`config.mk`:
```
export PLATFORM = sky130hd
export DESIGN_NAME = dec_scan_ctrl_flat
export DESIGN_NICKNAME = d
export VERILOG_FILES = /design/src/rtl/dec_scan_ctrl_if.sv /design/src/rtl/dec_scan_ctrl.sv /design/src/flat_wrapper.sv
export SDC_FILE = /design/constraint.sdc
export NUM_CORES = 1
export LEC_CHECK = 0
export CAP_MARGIN = 10
export CORE_MARGIN = 2
export CORE_UTILIZATION = 60
export CTS_CLUSTER_DIAMETER = 120
export DETAILED_ROUTE_END_ITERATION = 10
export PLACE_DENSITY = 0.89
export SYNTH_ARGS = -nofsm -noshare
export SYNTH_HDL_FRONTEND = slang
export SYNTH_SLANG_ARGS = --single-unit
```
`constraint.sdc`:
```
create_clock -name clk -period 5.9 [get_ports clk]
set_input_delay 1.77 -clock clk [delete_from_list [all_inputs] [get_ports clk]]
set_output_delay 1.77 -clock clk [all_outputs]
set_load 0.01 [all_outputs]
```
`src/rtl/dec_scan_ctrl_if.sv`:
```
// Control/status bundle between a scan requester and dec_scan_ctrl.
// The slave side drives the decoder select code, enable and status flags.
interface dec_scan_ctrl_if;
    logic       start;
    logic       stop;
    logic [3:0] mask;
    logic [1:0] Din;
    logic       en;
    logic       busy;
    logic       wrap;

    modport master (output start, stop, mask, input  Din, en, busy, wrap);
    modport slave  (input  start, stop, mask, output Din, en, busy, wrap);
endinterface

```
`src/rtl/dec_scan_ctrl.sv`:
```
// Scans a 2:4 decoder through the mask-enabled codes: BLANK cycles en low, then DWELL cycles en high.
// All outputs are registered; stop and rst return to idle on the next edge.
module dec_scan_ctrl #(
    parameter int DWELL = 8,
    parameter int BLANK = 2,
    parameter int CW    = 16
) (
    input  logic            clk,
    input  logic            rst,
    dec_scan_ctrl_if.slave  ctl
);
    typedef enum logic [1:0] {S_IDLE, S_GAP, S_HOLD} state_t;

    localparam logic [CW-1:0] DWELL_LAST = CW'(DWELL - 1);
    localparam logic [CW-1:0] BLANK_LAST = CW'(BLANK - 1);
    localparam state_t        CODE_ST    = (BLANK == 0) ? S_HOLD : S_GAP;
    localparam logic          CODE_EN    = (BLANK == 0);

    state_t        state_q, state_d;
    logic [CW-1:0] cnt_q, cnt_d;
    logic [1:0]    din_q, din_d;
    logic          en_q, en_d;
    logic          busy_q, busy_d;
    logic          wrap_q, wrap_d;

    logic          gap_done;
    logic          dwell_done;
    logic          mask_any;
    logic [1:0]    first_idx;
    logic [1:0]    next_idx;

    function automatic logic [1:0] lowest_set(input logic [3:0] m);
        logic [1:0] r;
        r = 2'd0;
        for (int i = 3; i >= 0; i--) begin
            if (m[i]) r = 2'(i);
        end
        return r;
    endfunction

    // Circular search above cur; wraps back onto cur itself for a single-bit mask.
    function automatic logic [1:0] next_set(input logic [1:0] cur, input logic [3:0] m);
        logic [1:0] r;
        logic [1:0] idx;
        logic       found;
        r     = cur;
        found = 1'b0;
        for (int k = 1; k <= 4; k++) begin
            idx = cur + 2'(k);
            if (!found && m[idx]) begin
                r     = idx;
                found = 1'b1;
            end
        end
        return r;
    endfunction

    assign mask_any   = |ctl.mask;
    assign first_idx  = lowest_set(ctl.mask);
    assign next_idx   = next_set(din_q, ctl.mask);
    assign gap_done   = (state_q == S_GAP)  && (cnt_q == BLANK_LAST);
    assign dwell_done = (state_q == S_HOLD) && (cnt_q == DWELL_LAST);

    always_ff @(posedge clk) begin
        if (rst) begin
            state_q <= S_IDLE;
            cnt_q   <= '0;
            din_q   <= 2'd0;
            en_q    <= 1'b0;
            busy_q  <= 1'b0;
            wrap_q  <= 1'b0;
        end else begin
            state_q <= state_d;
            cnt_q   <= cnt_d;
            din_q   <= din_d;
            en_q    <= en_d;
            busy_q  <= busy_d;
            wrap_q  <= wrap_d;
        end
    end

    always_comb begin
        state_d = state_q;
        if (ctl.stop) begin
            state_d = S_IDLE;
        end else begin
            case (state_q)
                S_IDLE:  if (ctl.start && mask_any) state_d = CODE_ST;
                S_GAP:   if (gap_done) state_d = S_HOLD;
                S_HOLD:  if (dwell_done) state_d = mask_any ? CODE_ST : S_IDLE;
                default: state_d = S_IDLE;
            endcase
        end
    end

    always_comb begin
        cnt_d  = cnt_q;
        din_d  = din_q;
        en_d   = en_q;
        busy_d = busy_q;
        wrap_d = 1'b0;
        if (ctl.stop) begin
            cnt_d  = '0;
            din_d  = 2'd0;
            en_d   = 1'b0;
            busy_d = 1'b0;
        end else begin
            case (state_q)
                S_IDLE: begin
                    if (ctl.start && mask_any) begin
                        cnt_d  = '0;
                        din_d  = first_idx;
                        en_d   = CODE_EN;
                        busy_d = 1'b1;
                    end
                end
                S_GAP: begin
                    if (gap_done) begin
                        cnt_d = '0;
                        en_d  = 1'b1;
                    end else begin
                        cnt_d = cnt_q + 1'b1;
                    end
                end
                S_HOLD: begin
                    if (dwell_done) begin
                        cnt_d = '0;
                        if (!mask_any) begin
                            din_d  = 2'd0;
                            en_d   = 1'b0;
                            busy_d = 1'b0;
                        end else begin
                            din_d  = next_idx;
                            en_d   = CODE_EN;
                            wrap_d = (next_idx <= din_q);
                        end
                    end else begin
                        cnt_d = cnt_q + 1'b1;
                    end
                end
                default: begin
                    cnt_d  = '0;
                    din_d  = 2'd0;
                    en_d   = 1'b0;
                    busy_d = 1'b0;
                end
            endcase
        end
    end

    assign ctl.Din  = din_q;
    assign ctl.en   = en_q;
    assign ctl.busy = busy_q;
    assign ctl.wrap = wrap_q;
endmodule

```
`src/flat_wrapper.sv`:
```
// flat-port wrapper written by rule: the top's interface ports become plain ports
module dec_scan_ctrl_flat 
#(
    parameter int DWELL = 8,
    parameter int BLANK = 2,
    parameter int CW    = 16
)
  (clk, rst, ctl_start, ctl_stop, ctl_mask, ctl_Din, ctl_en, ctl_busy, ctl_wrap);
  dec_scan_ctrl_if ctl_i ();
  input  logic clk;
  input  logic rst;
  input wire logic [$bits(ctl_i.start)-1:0] ctl_start;
  input wire logic [$bits(ctl_i.stop)-1:0] ctl_stop;
  input wire logic [$bits(ctl_i.mask)-1:0] ctl_mask;
  output wire logic [$bits(ctl_i.Din)-1:0] ctl_Din;
  output wire logic [$bits(ctl_i.en)-1:0] ctl_en;
  output wire logic [$bits(ctl_i.busy)-1:0] ctl_busy;
  output wire logic [$bits(ctl_i.wrap)-1:0] ctl_wrap;
  assign ctl_i.start = ctl_start;
  assign ctl_i.stop = ctl_stop;
  assign ctl_i.mask = ctl_mask;
  assign ctl_Din = ctl_i.Din;
  assign ctl_en = ctl_i.en;
  assign ctl_busy = ctl_i.busy;
  assign ctl_wrap = ctl_i.wrap;
  dec_scan_ctrl #(.DWELL(DWELL), .BLANK(BLANK), .CW(CW)) u_core (.clk(clk), .rst(rst), .ctl(ctl_i));
endmodule
```
==> flow_metrics.env, run 1 <==
export IMPL_area_growth_syn_to_layout_pct=12.61
export IMPL_clkLatencyLatePin_ps=320
export IMPL_seqPwrFrac_pct=55.5
export IMPL_drtIter0Drc=28
export IMPL_die_y_um=51.94
export IMPL_hpwl_um=2355
export IMPL_cts_inserted_buffers=3
export IMPL_slowest_delay_ps=640
export IMPL_cts_setup_buffers=0
export IMPL_status="finished, final reports clean"
export IMPL_num_rows=17
export IMPL_post_cts_resized=0
export IMPL_max_vdd_ir_drop_mv=0.1510
export IMPL_ys_ff_latch=22
export IMPL_switching_share_pct=25.07
export IMPL_synthMuxAreaShare_pct=0
export IMPL_fin_skew_ps=4.164
export IMPL_grt_max_degree=15
export IMPL_synth_adder_area_share_pct=7.260
export IMPL_nets=195
export IMPL_fmax_mhz=259.3
export IMPL_synth_top_area_share_pct=31.94
export IMPL_synth_area_leaders="dfxtp_1 (32%), ha_1 (7.3%), nor2_1 (6.0%)"
export IMPL_worst_path_max_delay_cell="o41ai_1"
export IMPL_p_int_uw=206.3
export IMPL_synth_top_family_by_area="simple AND/OR/NAND/NOR gates"
export IMPL_drv_cap=0
export IMPL_holdCritPathClass="register to register"
export IMPL_syn_num_nets=182
export IMPL_worstSetupPathType="primary input to register"
export IMPL_portBuffers=12
export IMPL_mostFrequentLayoutCells="nor2_1 (22), dfxtp_1 (22), clkdlybuf4s50_1 (12), a21oi_1 (11), nand2_1 (9)"
export IMPL_pre_cts_ws_ps=1684
export IMPL_tightestPinTransition_ps=890.6
export IMPL_async_reset_ff_share_pct=0
export IMPL_crit_path_max_fanout=14
export IMPL_min_period_ps=3857
export IMPL_route_detailed_wl_per_inst_um=15.11
export IMPL_antenna_found_initial=0
export IMPL_n_antenna_cell=0
export IMPL_cts_sinks=22
export IMPL_die_w_um=51.94
export IMPL_ys_types=42
export IMPL_synth_compound_area_share_pct=16.52
export IMPL_synth_area_per_cell_um2=8.306
export IMPL_synth_area_um2=1379
export IMPL_synth_edf_count=0
export IMPL_top_level_ports=13
export IMPL_tns_ps=0
export IMPL_dieArea_um2=2697
export IMPL_h_tree_depth=1
export IMPL_ys_flop_type="dfxtp_1"
export IMPL_ys_warn_count=0
export IMPL_final_max_slew_violation_count=0
export IMPL_grt_overflow_total=0
export IMPL_cts_buffer_depth=2
export IMPL_clk_pin_slew_ps=120
export IMPL_period_share_pct=65.37
export IMPL_crit_chain="clkdlybuf4s50_1 -> o41ai_1 -> nand2_1 -> o22ai_1 -> nor2_1 -> a211oi_1"
export IMPL_yosysTopAreaCell="dfxtp_1"
export IMPL_finalWorstSetupSlack_ps=2043
export IMPL_switchingPower_uw=69.03
export IMPL_start_util_pct=62.94
export IMPL_grt_pass1_wl_um=5230
export IMPL_vias_per_cell=6.199
export IMPL_crit_required_ps=6140
export IMPL_layout_drive_gt1_share_pct=6.180
export IMPL_synthSimpleGateAreaFrac_pct=33.21
export IMPL_power_density_nw_per_um2=177.3
export IMPL_core_area_um2=2191
export IMPL_cts_tree="done"
export IMPL_synthCells=166
export IMPL_rsz0062_at_grt="false"
export IMPL_critPathCaptureType="register"
export IMPL_max_slew_margin_pct=40.41
export IMPL_synth_xor_area_share_pct=7.623
export IMPL_grt_use_total_pct=26.26
export IMPL_nFillCells=187
export IMPL_firstDrtPassIters=4
export IMPL_ant_nets=0
export IMPL_pwr_share_comb_pct=14.1
export IMPL_pwr_share_clk_pct=30.4
export IMPL_setup_viol=0
export IMPL_yosysSeqAreaShare_pct=31.94
export IMPL_arrival_ps=4090
export IMPL_dr_total_vias=1277
export IMPL_hold_buffers=0
export IMPL_routed_wl_um=3113
export IMPL_place_congestion=0.8660
export IMPL_grt_pass1_vias=1205
export IMPL_leakage_uw=0.0005557
export IMPL_drc=0
export IMPL_root_buffer="clkbuf_4"
export IMPL_start_kind="primary input"
export IMPL_hold_viol=0
[cells in the mapped netlist, types with 2 or more instances]
| library cell | n |
|---|---|
| a211oi_1 | 4 |
| a21oi_1 | 11 |
| a32oi_1 | 2 |
| and2_1 | 3 |
| and3_1 | 2 |
| and4_1 | 3 |
| clkbuf_1 | 2 |
| dfxtp_1 | 22 |
| ha_1 | 8 |
| inv_1 | 8 |
| nand2_1 | 9 |
| nand2b_1 | 6 |
| nand3_1 | 7 |
| nand3b_1 | 3 |
| nand4_1 | 6 |
| nor2_1 | 22 |
| nor4_1 | 2 |
| o2111ai_1 | 3 |
| o211ai_1 | 2 |
| o41a_1 | 2 |
| or2_2 | 4 |
| or3_1 | 2 |
| or4_1 | 3 |
| or4b_2 | 2 |
| xnor2_1 | 4 |
| xor2_1 | 8 |
[power by group through the flow]
stage | clock network [uW] | logic, uW | registers [uW]
3_5_place_dp | 0 | 38.6 | 156
3_3_place_gp | 0 | 37.1 | 156
6_report | 83.8 | 38.8 | 153
4_1_cts | 87.8 | 38.7 | 153
2_1_floorplan | 0 | 25.0 | 156
5_1_grt | 92.4 | 42.7 | 153
[critical path: cells and delay by family]
| kind | cells | cell delay [ps] |
|---|---|---|
| buf+inv | 1 | 480 |
| compound gates | 3 | 1230 |
| simple gates | 2 | 600 |
[path summary, 6_finish.rpt]
kind	from	endpoint	slack, ps	cells after the start
max	ctl_mask[1]	u_core.cnt_q[1]	2040	6
min	u_core.cnt_q[15]	u_core.cnt_q[15]	530	2
max reg2reg	u_core.cnt_q[0]	u_core.cnt_q[0]	3060	6
min reg2reg	u_core.cnt_q[15]	u_core.cnt_q[15]	530	2
[area by class of cell]
cell class,count,area (um2),area share [%]
clock buffer,4,36.28,2.337
inverter,8,30.03,1.934
multi-input combinational,132,890.9,57.37
sequential,22,440.4,28.36
tap,28,35.03,2.256
timing repair buffer,12,120.1,7.736
[per-stage QoR]
stage                     cell area, um2  hold WS (ps)  util, %  cells  total power (uW)
after global placement              1516         493.4    69.22    202             192.9
final                               1553         531.4    70.87    206             275.4
after CTS                           1553         534.3    70.87    206             279.2
after floorplan                     1379         471.3        -    166             181.0
after detailed placement            1516         503.0    69.22    202             194.6
after global routing                1553         556.8    70.87    206             288.3
[flip-flops by register name, summed over array words and instances (netlist names)]
register         cells
u_core.ctl.busy      1
u_core.state_q       1
u_core.ctl.wrap      1
u_core.ctl.en        1
u_core.ctl.Din       2
u_core.cnt_q        16
[cell families after synthesis]
kind of cell | count (synthesis)
flops | 22
xor+xnor | 12
fa+ha+maj | 8
buf+inv | 12
simple gates | 80
compound gates | 32
[metal layers]
metal	wire (um)	GRT usage, %	vias up
met2	1569	44.73	26
met1	1380	30.92	601
li1	-	-	641
met5	0	0	-
met4	95	14.91	0
met3	68	4.310	9
Power figures use the tool's default switching activity.
==> run 2, diff against run 1 <==
--- a/config.mk
+++ b/config.mk
@@ -7,10 +7,10 @@
 export LEC_CHECK = 0
 export CAP_MARGIN = 10
 export CORE_MARGIN = 2
-export CORE_UTILIZATION = 60
+export CORE_UTILIZATION = 56
 export CTS_CLUSTER_DIAMETER = 120
 export DETAILED_ROUTE_END_ITERATION = 10
-export PLACE_DENSITY = 0.89
+export PLACE_DENSITY = 0.84
 export SYNTH_ARGS = -nofsm -noshare
 export SYNTH_HDL_FRONTEND = slang
 export SYNTH_SLANG_ARGS = --single-unit
==> constraint.sdc (replaced) <==
create_clock -name clk -period 3.56 [get_ports clk]
set_input_delay 1.068 -clock clk [delete_from_list [all_inputs] [get_ports clk]]
set_output_delay 1.068 -clock clk [all_outputs]
set_load 0.01 [all_outputs]
==> run 2 against run 1 <==
- first-iteration DRC count did not move
- sequential share of layout area increased by 0.11 points
- routed wire length shrank 2.9%
- worst hold slack worse by 2.7 ps
- total power is 56% higher
- register-to-register slack got worse by 2400 ps
- utilization decreased by 2.9 points
- critical endpoint unchanged
==> flow_metrics.env, run 2 (same netlist as run 1, synthesis figures left out) <==
export IMPL_status="finished, final reports clean"
export IMPL_power_density_nw_per_um2=278.6
export IMPL_startpoint="ctl_mask[1]"
export IMPL_worst_path_max_delay_cell="o41ai_1"
export IMPL_fmax_mhz=337.9
export IMPL_largest_reg_flops=16
export IMPL_portBuffers=12
export IMPL_grt_pass1_wl_um=5188
export IMPL_period_share_pct=83.13
export IMPL_antenna_found_initial=0
export IMPL_clkLatencyLatePin_ps=300
export IMPL_cts_buffer_depth=2
export IMPL_n_antenna_cell=0
export IMPL_ant_nets=0
export IMPL_drc=0
export IMPL_hold_path_startpoint="u_core.state_q[0]"
export IMPL_r2r_start="u_core.cnt_q[0]"
export IMPL_crit_required_ps=3780
export IMPL_grt_use_total_pct=24.63
export IMPL_leakage_uw=0.0005533
export IMPL_hold_buffers=0
export IMPL_h_tree_depth=1
export IMPL_place_inst=203
export IMPL_tightestPinTransition_ps=862.5
export IMPL_firstDrtPassIters=4
export IMPL_mostFrequentLayoutCells="nor2_1 (22), dfxtp_1 (22), clkdlybuf4s50_1 (12), a21oi_1 (11), nand2_1 (9)"
export IMPL_r2r_cells=6
export IMPL_routed_wl_um=3023
export IMPL_drv_cap=0
export IMPL_cts_sinks=22
export IMPL_clk_pin_slew_ps=110
export IMPL_regMostFlops="u_core.cnt_q"
export IMPL_die_w_um=53.62
export IMPL_worstSetupPathType="primary input to register"
export IMPL_num_rows=17
export IMPL_holdCritPathClass="register to register"
export IMPL_root_buffer="clkbuf_4"
export IMPL_max_vdd_ir_drop_mv=0.2448
export IMPL_grt_pass1_vias=1206
export IMPL_arrival_ps=3180
export IMPL_grt_overflow_total=0
export IMPL_min_period_ps=2960
export IMPL_top_level_ports=13
export IMPL_route_detailed_wl_per_inst_um=14.67
export IMPL_hold_viol=0
export IMPL_core_area_um2=2276
export IMPL_start_util_pct=60.58
export IMPL_crit_chain="clkdlybuf4s50_1 -> o41ai_1 -> nand2_1 -> o22ai_1 -> nor2_1 -> a211oi_1"
export IMPL_grt_max_degree=15
export IMPL_final_max_slew_violation_count=0
export IMPL_vias_per_cell=6.248
export IMPL_holdPathStages=2
export IMPL_slowest_delay_ps=650
export IMPL_nets=196
export IMPL_critPathCaptureType="register"
export IMPL_cts_tree="done"
export IMPL_drtIter0Drc=28
export IMPL_area_growth_syn_to_layout_pct=12.16
export IMPL_cts_inserted_buffers=3
export IMPL_crit_path_max_fanout=14
export IMPL_dieArea_um2=2875
export IMPL_hpwl_um=2295
export IMPL_max_slew_margin_pct=42.29
export IMPL_start_kind="primary input"
export IMPL_post_cts_resized=0
export IMPL_finalNonFillerCells=206
export IMPL_nFillCells=193
export IMPL_layout_drive_gt1_share_pct=6.180
export IMPL_dr_total_vias=1287
export IMPL_tns_ps=0
export IMPL_setup_viol=0
export IMPL_cts_setup_buffers=0
export IMPL_rsz0062_at_grt="false"
export IMPL_die_y_um=53.62
export IMPL_fin_skew_ps=3.553
export IMPL_place_congestion=0.8681
## run 2: critical path: cells and delay by family
| family | cells | cell delay, ps |
|---|---|---|
| compound gates | 3 | 1210 |
| buf+inv | 1 | 480 |
| simple gates | 2 | 420 |
## run 2: stage by stage
step	util, %	total power, uW	hold WS (ps)	area [um2]	worst slack (ps)
after global placement	66.96	322.0	496.2	1524	430.6
after floorplan	-	299.9	471.3	1379	1001
final	67.95	430.9	528.6	1546	600.4
after global routing	67.95	452.0	551.2	1546	464.6
after detailed placement	66.96	324.4	510.6	1524	311.0
after CTS	67.95	435.7	527.6	1546	648.5
## run 2: power by group
part	internal, uW	switching, uW	total, uW
Combinational	31.1	35.6	66.7
Sequential	249	3.57	253
Clock	39.5	71.7	111
Total	320	111	431
## run 2: area by class of cell
| cell class | count | area, um2 | area share [%] |
|---|---|---|---|
| tap | 28 | 35.03 | 2.265 |
| clock buffer | 3 | 22.52 | 1.456 |
| sequential | 22 | 440.4 | 28.48 |
| multi-input combinational | 132 | 890.9 | 57.61 |
| timing repair buffer | 13 | 127.6 | 8.252 |
| inverter | 8 | 30.03 | 1.942 |
## run 2: path summary, 6_finish.rpt
check	slack [ps]	to
max	600	u_core.cnt_q[1]
min reg2reg	530	u_core.state_q[0]
min	530	u_core.state_q[0]
max reg2reg	710	u_core.cnt_q[1]
## run 2: metal layers
metal / global-route usage (%) / wire length [um]
met1: 29.26 / 1359
met2: 43.42 / 1479
met3: 3.889 / 123
met4: 11.11 / 61
met5: 0 / 0
